## src/rtl/oam_dma_arbiter_pkg.sv

```systemverilog
// Shared constants, state encoding and source-page mapping for the OAM DMA arbiter.
package oam_dma_arbiter_pkg;

    localparam int unsigned DMA_LEN  = 160;
    localparam logic [15:0] OAM_BASE = 16'hFE00;
    localparam logic [15:0] DMA_REG  = 16'hFF46;
    localparam logic [7:0]  OPEN_BUS = 8'hFF;

    typedef enum logic [1:0] {
        StIdle,
        StStart,
        StRead,
        StWrite
    } dma_state_e;

    // Pages E0..FF alias the work RAM at C0..DF (echo RAM).
    function automatic logic [7:0] src_effective(input logic [7:0] src);
        return (src <= 8'hDF) ? src : src - 8'h20;
    endfunction

endpackage

```

## src/rtl/oam_dma_arbiter.sv

```systemverilog
// OAM DMA engine sitting between the CPU decoder and the MMU; owns the MMU bus while a
// transfer is running and exposes the DMA start register.
module oam_dma_arbiter #(
    parameter int unsigned DMA_LEN  = oam_dma_arbiter_pkg::DMA_LEN,
    parameter logic [15:0] OAM_BASE = oam_dma_arbiter_pkg::OAM_BASE,
    parameter logic [15:0] DMA_REG  = oam_dma_arbiter_pkg::DMA_REG
) (
    input  logic        clk,
    input  logic        reset,
    input  logic [15:0] A_up,
    input  logic [7:0]  Di_up,
    output logic [7:0]  Do_up,
    input  logic        wr_up,
    input  logic        rd_up,
    output logic [15:0] A_MMU,
    output logic [7:0]  Do_MMU,
    input  logic [7:0]  Di_MMU,
    output logic        wr_MMU,
    output logic        rd_MMU,
    output logic        dma_busy
);
    import oam_dma_arbiter_pkg::*;

    localparam logic [7:0] LastIdx = 8'(DMA_LEN - 1);

    dma_state_e state_q, state_d;
    logic [7:0] src_q, src_d;
    logic [7:0] idx_q, idx_d;
    logic [7:0] dl_q, dl_d;
    logic       reg_hit;
    logic       reg_wr;

    assign reg_hit = (A_up == DMA_REG);
    assign reg_wr  = reg_hit && wr_up;

    always_comb begin
        state_d = state_q;
        src_d   = src_q;
        idx_d   = idx_q;
        dl_d    = dl_q;
        unique case (state_q)
            StIdle:  ;
            StStart: state_d = StRead;
            StRead: begin
                dl_d    = Di_MMU;
                state_d = StWrite;
            end
            StWrite: begin
                if (idx_q == LastIdx) begin
                    state_d = StIdle;
                end else begin
                    idx_d   = idx_q + 8'd1;
                    state_d = StRead;
                end
            end
            default: state_d = StIdle;
        endcase
        // A register write restarts from any state, including the final WRITE.
        if (reg_wr) begin
            src_d   = Di_up;
            idx_d   = 8'h00;
            state_d = StStart;
        end
    end

    always_ff @(posedge clk) begin
        if (reset) begin
            state_q <= StIdle;
            src_q   <= 8'h00;
            idx_q   <= 8'h00;
            dl_q    <= 8'h00;
        end else begin
            state_q <= state_d;
            src_q   <= src_d;
            idx_q   <= idx_d;
            dl_q    <= dl_d;
        end
    end

    always_comb begin
        A_MMU    = A_up;
        Do_MMU   = 8'h00;
        wr_MMU   = 1'b0;
        rd_MMU   = 1'b0;
        Do_up    = OPEN_BUS;
        dma_busy = 1'b1;
        unique case (state_q)
            StIdle: begin
                dma_busy = 1'b0;
                Do_up    = Di_MMU;
                if (!reg_hit) begin
                    wr_MMU = wr_up;
                    rd_MMU = rd_up;
                    if (wr_up || rd_up) begin
                        Do_MMU = Di_up;
                    end
                end
            end
            StStart: A_MMU = 16'h0000;
            StRead: begin
                A_MMU  = {src_effective(src_q), idx_q};
                rd_MMU = 1'b1;
            end
            StWrite: begin
                A_MMU  = OAM_BASE + {8'h00, idx_q};
                Do_MMU = dl_q;
                wr_MMU = 1'b1;
            end
            default: ;
        endcase
        if (reg_hit) begin
            Do_up = src_q;
        end
    end

endmodule
```

## config.mk

```make
export PLATFORM = sky130hd
export DESIGN_NAME = oam_dma_arbiter
export DESIGN_NICKNAME = d
export VERILOG_FILES = /design/src/rtl/oam_dma_arbiter_pkg.sv /design/src/rtl/oam_dma_arbiter.sv
export SDC_FILE = /design/constraint.sdc
export NUM_CORES = 1
export LEC_CHECK = 0
export ABC_AREA = 1
export BUFFER_PORTS_ARGS = -buffer_cell sky130_fd_sc_hd__buf_2
export CORE_MARGIN = 2
export CORE_UTILIZATION = 44
export CTS_CLUSTER_DIAMETER = 200
export DETAILED_ROUTE_END_ITERATION = 8
export PLACE_DENSITY = 0.76
export SLEW_MARGIN = 30
export SYNTH_ARGS = -nofsm -noshare
export SYNTH_HDL_FRONTEND = slang
export SYNTH_SLANG_ARGS = --single-unit
```

## constraint.sdc

```tcl
create_clock -name clk -period 1.2 [get_ports clk]
set_input_delay 0.06 -clock clk [delete_from_list [all_inputs] [get_ports clk]]
set_output_delay 0.06 -clock clk [all_outputs]
set_load 0.01 [all_outputs]
```

=== Yosys cells after proc, flatten, opt, wreduce, memory -nomap -nowiden ===
Index checks and enable logic that the tools add are counted.

* Add/sub/neg operators: 3
* Multipliers: 0
* Div/mod/pow operators: 0
* $lt $le $gt $ge: 1
* Equal/unequal tests: 5
* Shift operators: 0
* Muxes and demuxes: 15
* Bitwise gates (word level): 1
* Reduce and logical (&&, ||, !) cells: 7

{| class="wikitable"
|+ Operator list
! cell !! number
|-
| 16-bit case mux with 3 select lines || 1
|-
| 8-bit two-way mux || 5
|-
| 16-bit == test, second input constant || 1
|-
| 8-bit case mux with 2 select lines || 1
|-
| 10-bit by 9-bit adder with 11-bit output, first input constant || 1
|-
| 8-bit by 1-bit adder with 8-bit output, second input constant || 1
|-
| 8-bit == test, second input constant || 1
|-
| 8-bit less-or-equal comparator, second input constant || 1
|-
| 8-bit by 6-bit subtractor with 8-bit output, second input constant || 1
|-
| 2-bit case mux with 3 select lines || 1
|-
| 2-bit == test, second input constant || 2
|-
| 1-bit two-way mux || 4
|-
| 1-bit case mux with 2 select lines || 2
|-
| 4-bit nonzero test || 1
|-
| 3-bit nonzero test || 1
|-
| 2-bit by 1-bit == test with 1-bit output, second input constant || 1
|-
| 2-bit logical NOT || 1
|-
| 2-bit two-way mux || 1
|-
| 2-bit AND reduction || 1
|-
| 2-bit OR reduction || 1
|-
| 1-bit logical AND || 1
|-
| 1-bit logical OR || 1
|-
| 1-bit inverter || 1
|}

* Register bits after elaboration: 26
* Latch bits: 0
* Memory bits (writable): 0
* Bits in read-only memories: 0
* Input bits: 36
* Output and inout bits: 35
* Logic and storage cells: 37
* Memories: 0

=== Logic depth before layout (Yosys ltp) ===
* Word-level depth: 4
* Mapped depth: 9
* Gate-level depth less buffers: 8

=== Least setup slack after synthesis ===
Ideal clock, no wire load.

* Path kind: register to output
* From: reg state_q[0]
* To: out A_MMU[0]
* Data arrival time: 1.390 ns
* Required time: 1.140 ns
* Slack: -0.250 ns
* Cell stages (with the launch flop): 7
* Path buffers: 1
* Cells stage by stage: dfxtp_1 inv_1 ha_1 inv_1 o21ai_0 clkbuf_1 o21ai_0

* Cells in the longest elaborated chain, start to end: 2
* Elaborated cells on any way between the ends: 4
* Those cells by class: eq/ne (3); mux (1)

{| class="wikitable"
|+ Ends and longest elaborated chain
! what !! line !! text
|-
| from (decl) || oam_dma_arbiter.sv:26 || <nowiki>dma_state_e state_q, state_d;</nowiki>
|-
| from (signal assigned) || oam_dma_arbiter.sv:68 || <nowiki>state_q <= StIdle;</nowiki>
|-
| from (signal assigned) || oam_dma_arbiter.sv:73 || <nowiki>state_q <= state_d;</nowiki>
|-
| 2-bit == test / 2-bit by 1-bit == test with 1-bit output (equally long branches) || oam_dma_arbiter.sv:87 || <nowiki>unique case (state_q)</nowiki>
|-
| 16-bit case mux with 3 select lines * || oam_dma_arbiter.sv:87 ||
|-
| to (decl) || oam_dma_arbiter.sv:15 || <nowiki>output logic [15:0] A_MMU,</nowiki>
|}

Mark *: on every way between the ends. The rest lies on a longest branch, timed or not.

=== Worst setup path in the final report ===
* From: reg state_q[1]
* To: out wr_MMU

* Cells in the longest elaborated chain, start to end: 2
* Elaborated cells on any way between the ends: 3
* Those cells by class: eq/ne (1); mux (1); reduce/logical (1)

{| class="wikitable"
|+ Ends and longest elaborated chain
! what !! line !! text
|-
| 2-bit == test / 2-bit logical NOT (equally long branches) || oam_dma_arbiter.sv:87 ||
|-
| 1-bit case mux with 2 select lines * || oam_dma_arbiter.sv:87 ||
|-
| to (decl) || oam_dma_arbiter.sv:18 || <nowiki>output logic wr_MMU,</nowiki>
|}

Marked as above.

==> flow_summary.json <==
{
  "status": "finished, violations left",
  "violations": "negative setup slack",
  "slew_viol_final": 0,
  "path_cells": "ha_2, buf_4, inv_1, a21oi_1, buf_2",
  "yosysSeqAreaShare": 0.283,
  "start_kind": "register",
  "path_buf_inv": 3,
  "syn_nets": 337,
  "leakage_uw": 0.00141,
  "total_power_uw": 3030,
  "worst-r2r-setup-slack_ps": -190,
  "worstRegToRegCells": 5,
  "die-area_sq_um": 4720,
  "relSlewSlack": 0.822,
  "irDropWorstVdd_uv": 769,
  "synth_cell_types": 27,
  "dr.pass1.iters": 4,
  "grt_pass1_vias": 2185,
  "slowest_stage": "dfxtp_4",
  "layout-drive-gt1-share": 0.507,
  "wirelength_um": 6530,
  "drt_drc_violations_left": 0,
  "rows": 23,
  "cts_tree": "built",
  "clockBufferDepth": 2,
  "yosysWarnings": 0,
  "dp_cells": 448,
  "port-buffer-count": 70,
  "clock_latency_ps": 270,
  "via_per_inst": 5.32,
  "holdCritPathClass": "input port to register",
  "nets": 451,
  "grt_pass1_wl_um": 9690,
  "crit_end": "wr_MMU",
  "overflow": 0,
  "n_antenna_cell": 0,
  "synthCells": 294,
  "syn_area_sq_um": 1840,
  "rsz0062_at_grt": "yes",
  "reg2reg_from": "state_q[1]",
  "period_needed_ps": 1670,
  "max_freq_mhz": 600,
  "setup_ws_ps": -467,
  "cp_max_fo": 6,
  "crit_start": "state_q[1]",
  "cp.arrival_ps": 1610,
  "hold_viol": 0,
  "track_usage": 0.271,
  "cts_max_level": 1,
  "crit_type": "register to output pin",
  "crit_cells": 5,
  "clock-root-buffer": "clkbuf_8",
  "areaGrowthSynthToFinish_pct": 66.2,
  "ys_ff_latch": 26,
  "worst_slew_pin_slew_ps": 267,
  "fin_crit_sh": 1.39,
  "initial_utilization": 0.460,
  "dp_hpwl_um": 4630,
  "num_vias": 2427,
  "antenna_found_initial": 0,
  "final_cells": 456,
  "syn_area_per_cell_sq_um": 6.26,
  "critPathRequiredTime_ps": 1140,
  "power.density_nw_per_um2": 992,
  "setup_violations": 44,
  "drv_cap": 0,
  "path_clk_slew_ps": 90,
  "grt_max_degree": 26,
  "avgRoutedWirePerCell_um": 14.3,
  "die_w_um": 68.7,
  "coreArea_sq_um": 4000,
  "end_kind": "output pin",
  "cts_sinks": 26,
  "ios": 71,
  "globalplace.congestion": 0.945,
  "cts_buffers": 3,
  "rr_endpoint": "idx_q[6]",
  "crit_family": "buffers and inverters",
  "drtIter0Drc": 197,
  "skew_ps": 0.760,
  "die_y_um": 68.7,
  "cp_slowest_stage_delay_ps": 390,
  "postRouteAntennaNets": 0
}
==> cell usage after synthesis <==
cell type	count	share of area
a21oi_1	17	0.046
ha_1	7	0.048
nor3_1	2	0.0054
nand3_1	23	0.063
nand2_1	56	0.11
o211ai_1	1	0.0041
nor2_4	4	0.024
nand3_4	1	0.0095
nand2_2	6	0.020
o22ai_1	4	0.014
o31ai_1	2	0.0082
dfxtp_1	26	0.28
nor2_2	1	0.0034
buf_6	4	0.024
nand3_2	1	0.0054
buf_4	1	0.0041
inv_1	30	0.061
nor2_1	54	0.11
buf_1	1	0.0020
o21ai_0	30	0.082
nand3b_1	1	0.0041
clkbuf_1	5	0.010
inv_2	2	0.0041
nand4_1	5	0.017
xor2_1	3	0.014
o21ai_1	4	0.011
buf_2	3	0.0082
==> state kept, by name (all words and copies together), names as in the netlist <==
signal and cells:
dl_q 8, idx_q 8, src_q 8, state_q 2
==> worst reg2reg max path: cells and delay by family, from the launching register on <==
kind,cells,cell delay (ps)
xor gates and xnor gates,1,210
adders and majority gates,1,280
buffers and inverters,1,200
DFF,1,390
and+or+nand+nor,2,200
==> power breakdown <==
| part | internal, uW | switching [uW] | leakage [uW] | total [uW] |
|---|---|---|---|---|
| clock | 225 | 268 | 0.0000216 | 493 |
| sequential | 922 | 38.5 | 0.000214 | 960 |
| combinational | 733 | 847 | 0.00117 | 1580 |
==> worst min path at each step <==
stage | from | to | slack [ps] | depth (start not counted)
floorplan | reset | state_q[0] | 130 | 1
global placement | reset | state_q[0] | 250 | 2
detailed placement | reset | state_q[0] | 260 | 2
CTS | Di_MMU[0] | dl_q[0] | 30 | 3
global route | Di_up[1] | src_q[1] | 40 | 3
finish | Di_up[6] | src_q[6] | 40 | 3
==> placed cells by master (no fill, tap or decap), types with 2 or more instances in the layout <==
| master | Yosys | routed |
|---|---|---|
| nand2_1 | 56 | 51 |
| buf_6 | 4 | 10 |
| dfxtp_1 | 26 | 22 |
| buf_4 | 1 | 37 |
| nand2_4 | 0 | 2 |
| nand4_1 | 5 | 5 |
| nand2_2 | 6 | 9 |
| inv_1 | 30 | 25 |
| o21ai_0 | 30 | 9 |
| inv_4 | 0 | 4 |
| a21oi_2 | 0 | 12 |
| buf_2 | 3 | 69 |
| inv_2 | 2 | 3 |
| nand3_2 | 1 | 8 |
| ha_2 | 0 | 3 |
| nor2_2 | 1 | 5 |
| dfxtp_4 | 0 | 2 |
| o21ai_1 | 4 | 9 |
| xor2_1 | 3 | 3 |
| ha_1 | 7 | 2 |
| buf_12 | 0 | 4 |
| o22ai_2 | 0 | 3 |
| dfxtp_2 | 0 | 2 |
| a21oi_1 | 17 | 5 |
| o21ai_2 | 0 | 8 |
| nand3_4 | 1 | 4 |
| nor2_4 | 4 | 5 |
| clkbuf_8 | 0 | 3 |
| nor2_1 | 54 | 49 |
| ha_4 | 0 | 2 |
| o21ai_4 | 0 | 8 |
| nand3_1 | 23 | 14 |
==> per-layer routing <==
layer,global-route usage,up-vias,routed length (um)
li1,-,1175,-
met1,0.353,1112,2720
met2,0.452,121,3100
met3,0.0325,19,521
met4,0.108,0,184
met5,0,-,0
==> logic make-up after synthesis <==
logic type | synth area share
AOI/OAI and AO/OA | 0.165
xor gates and xnor gates | 0.0143
DFF | 0.283
buffers and inverters | 0.114
adders and majority gates | 0.0476
and+or+nand+nor | 0.377
==> metrics by stage <==
step | hold WS (ps) | utilization | cell area [sq um] | setup WS (ps) | TNS (ps)
2_1_floorplan | 129 | - | 2030 | -57.8 | -637
3_3_place_gp | 252 | 0.683 | 2730 | -168 | -4880
3_5_place_dp | 260 | 0.683 | 2730 | -242 | -7380
4_1_cts | 32.6 | 0.741 | 2970 | -357 | -11490
5_1_grt | 41.7 | 0.765 | 3060 | -491 | -15690
6_report | 40.7 | 0.765 | 3060 | -467 | -12510
==> area by class of cell <==
type	count	area (sq um)
multi-input cells	223	1450
flip-flops and latches	26	531
inverters	32	130
well taps	50	62.6
fillers	290	941
repair buffers	122	841
clock buffers	3	41.3
==> timing repair <==
| item | CTS | global route |
|---|---|---|
| pin swaps | 14 | 9 |
| buffers inserted | 2 | 1 |
| hold endpoints to repair | 1 | 0 |
| cloned | 1 | 0 |
| resized for setup | 48 | 23 |
| hold buffers | 1 | 0 |
| setup endpoints to repair | 53 | 53 |
(Power assumes the default switching activity.)
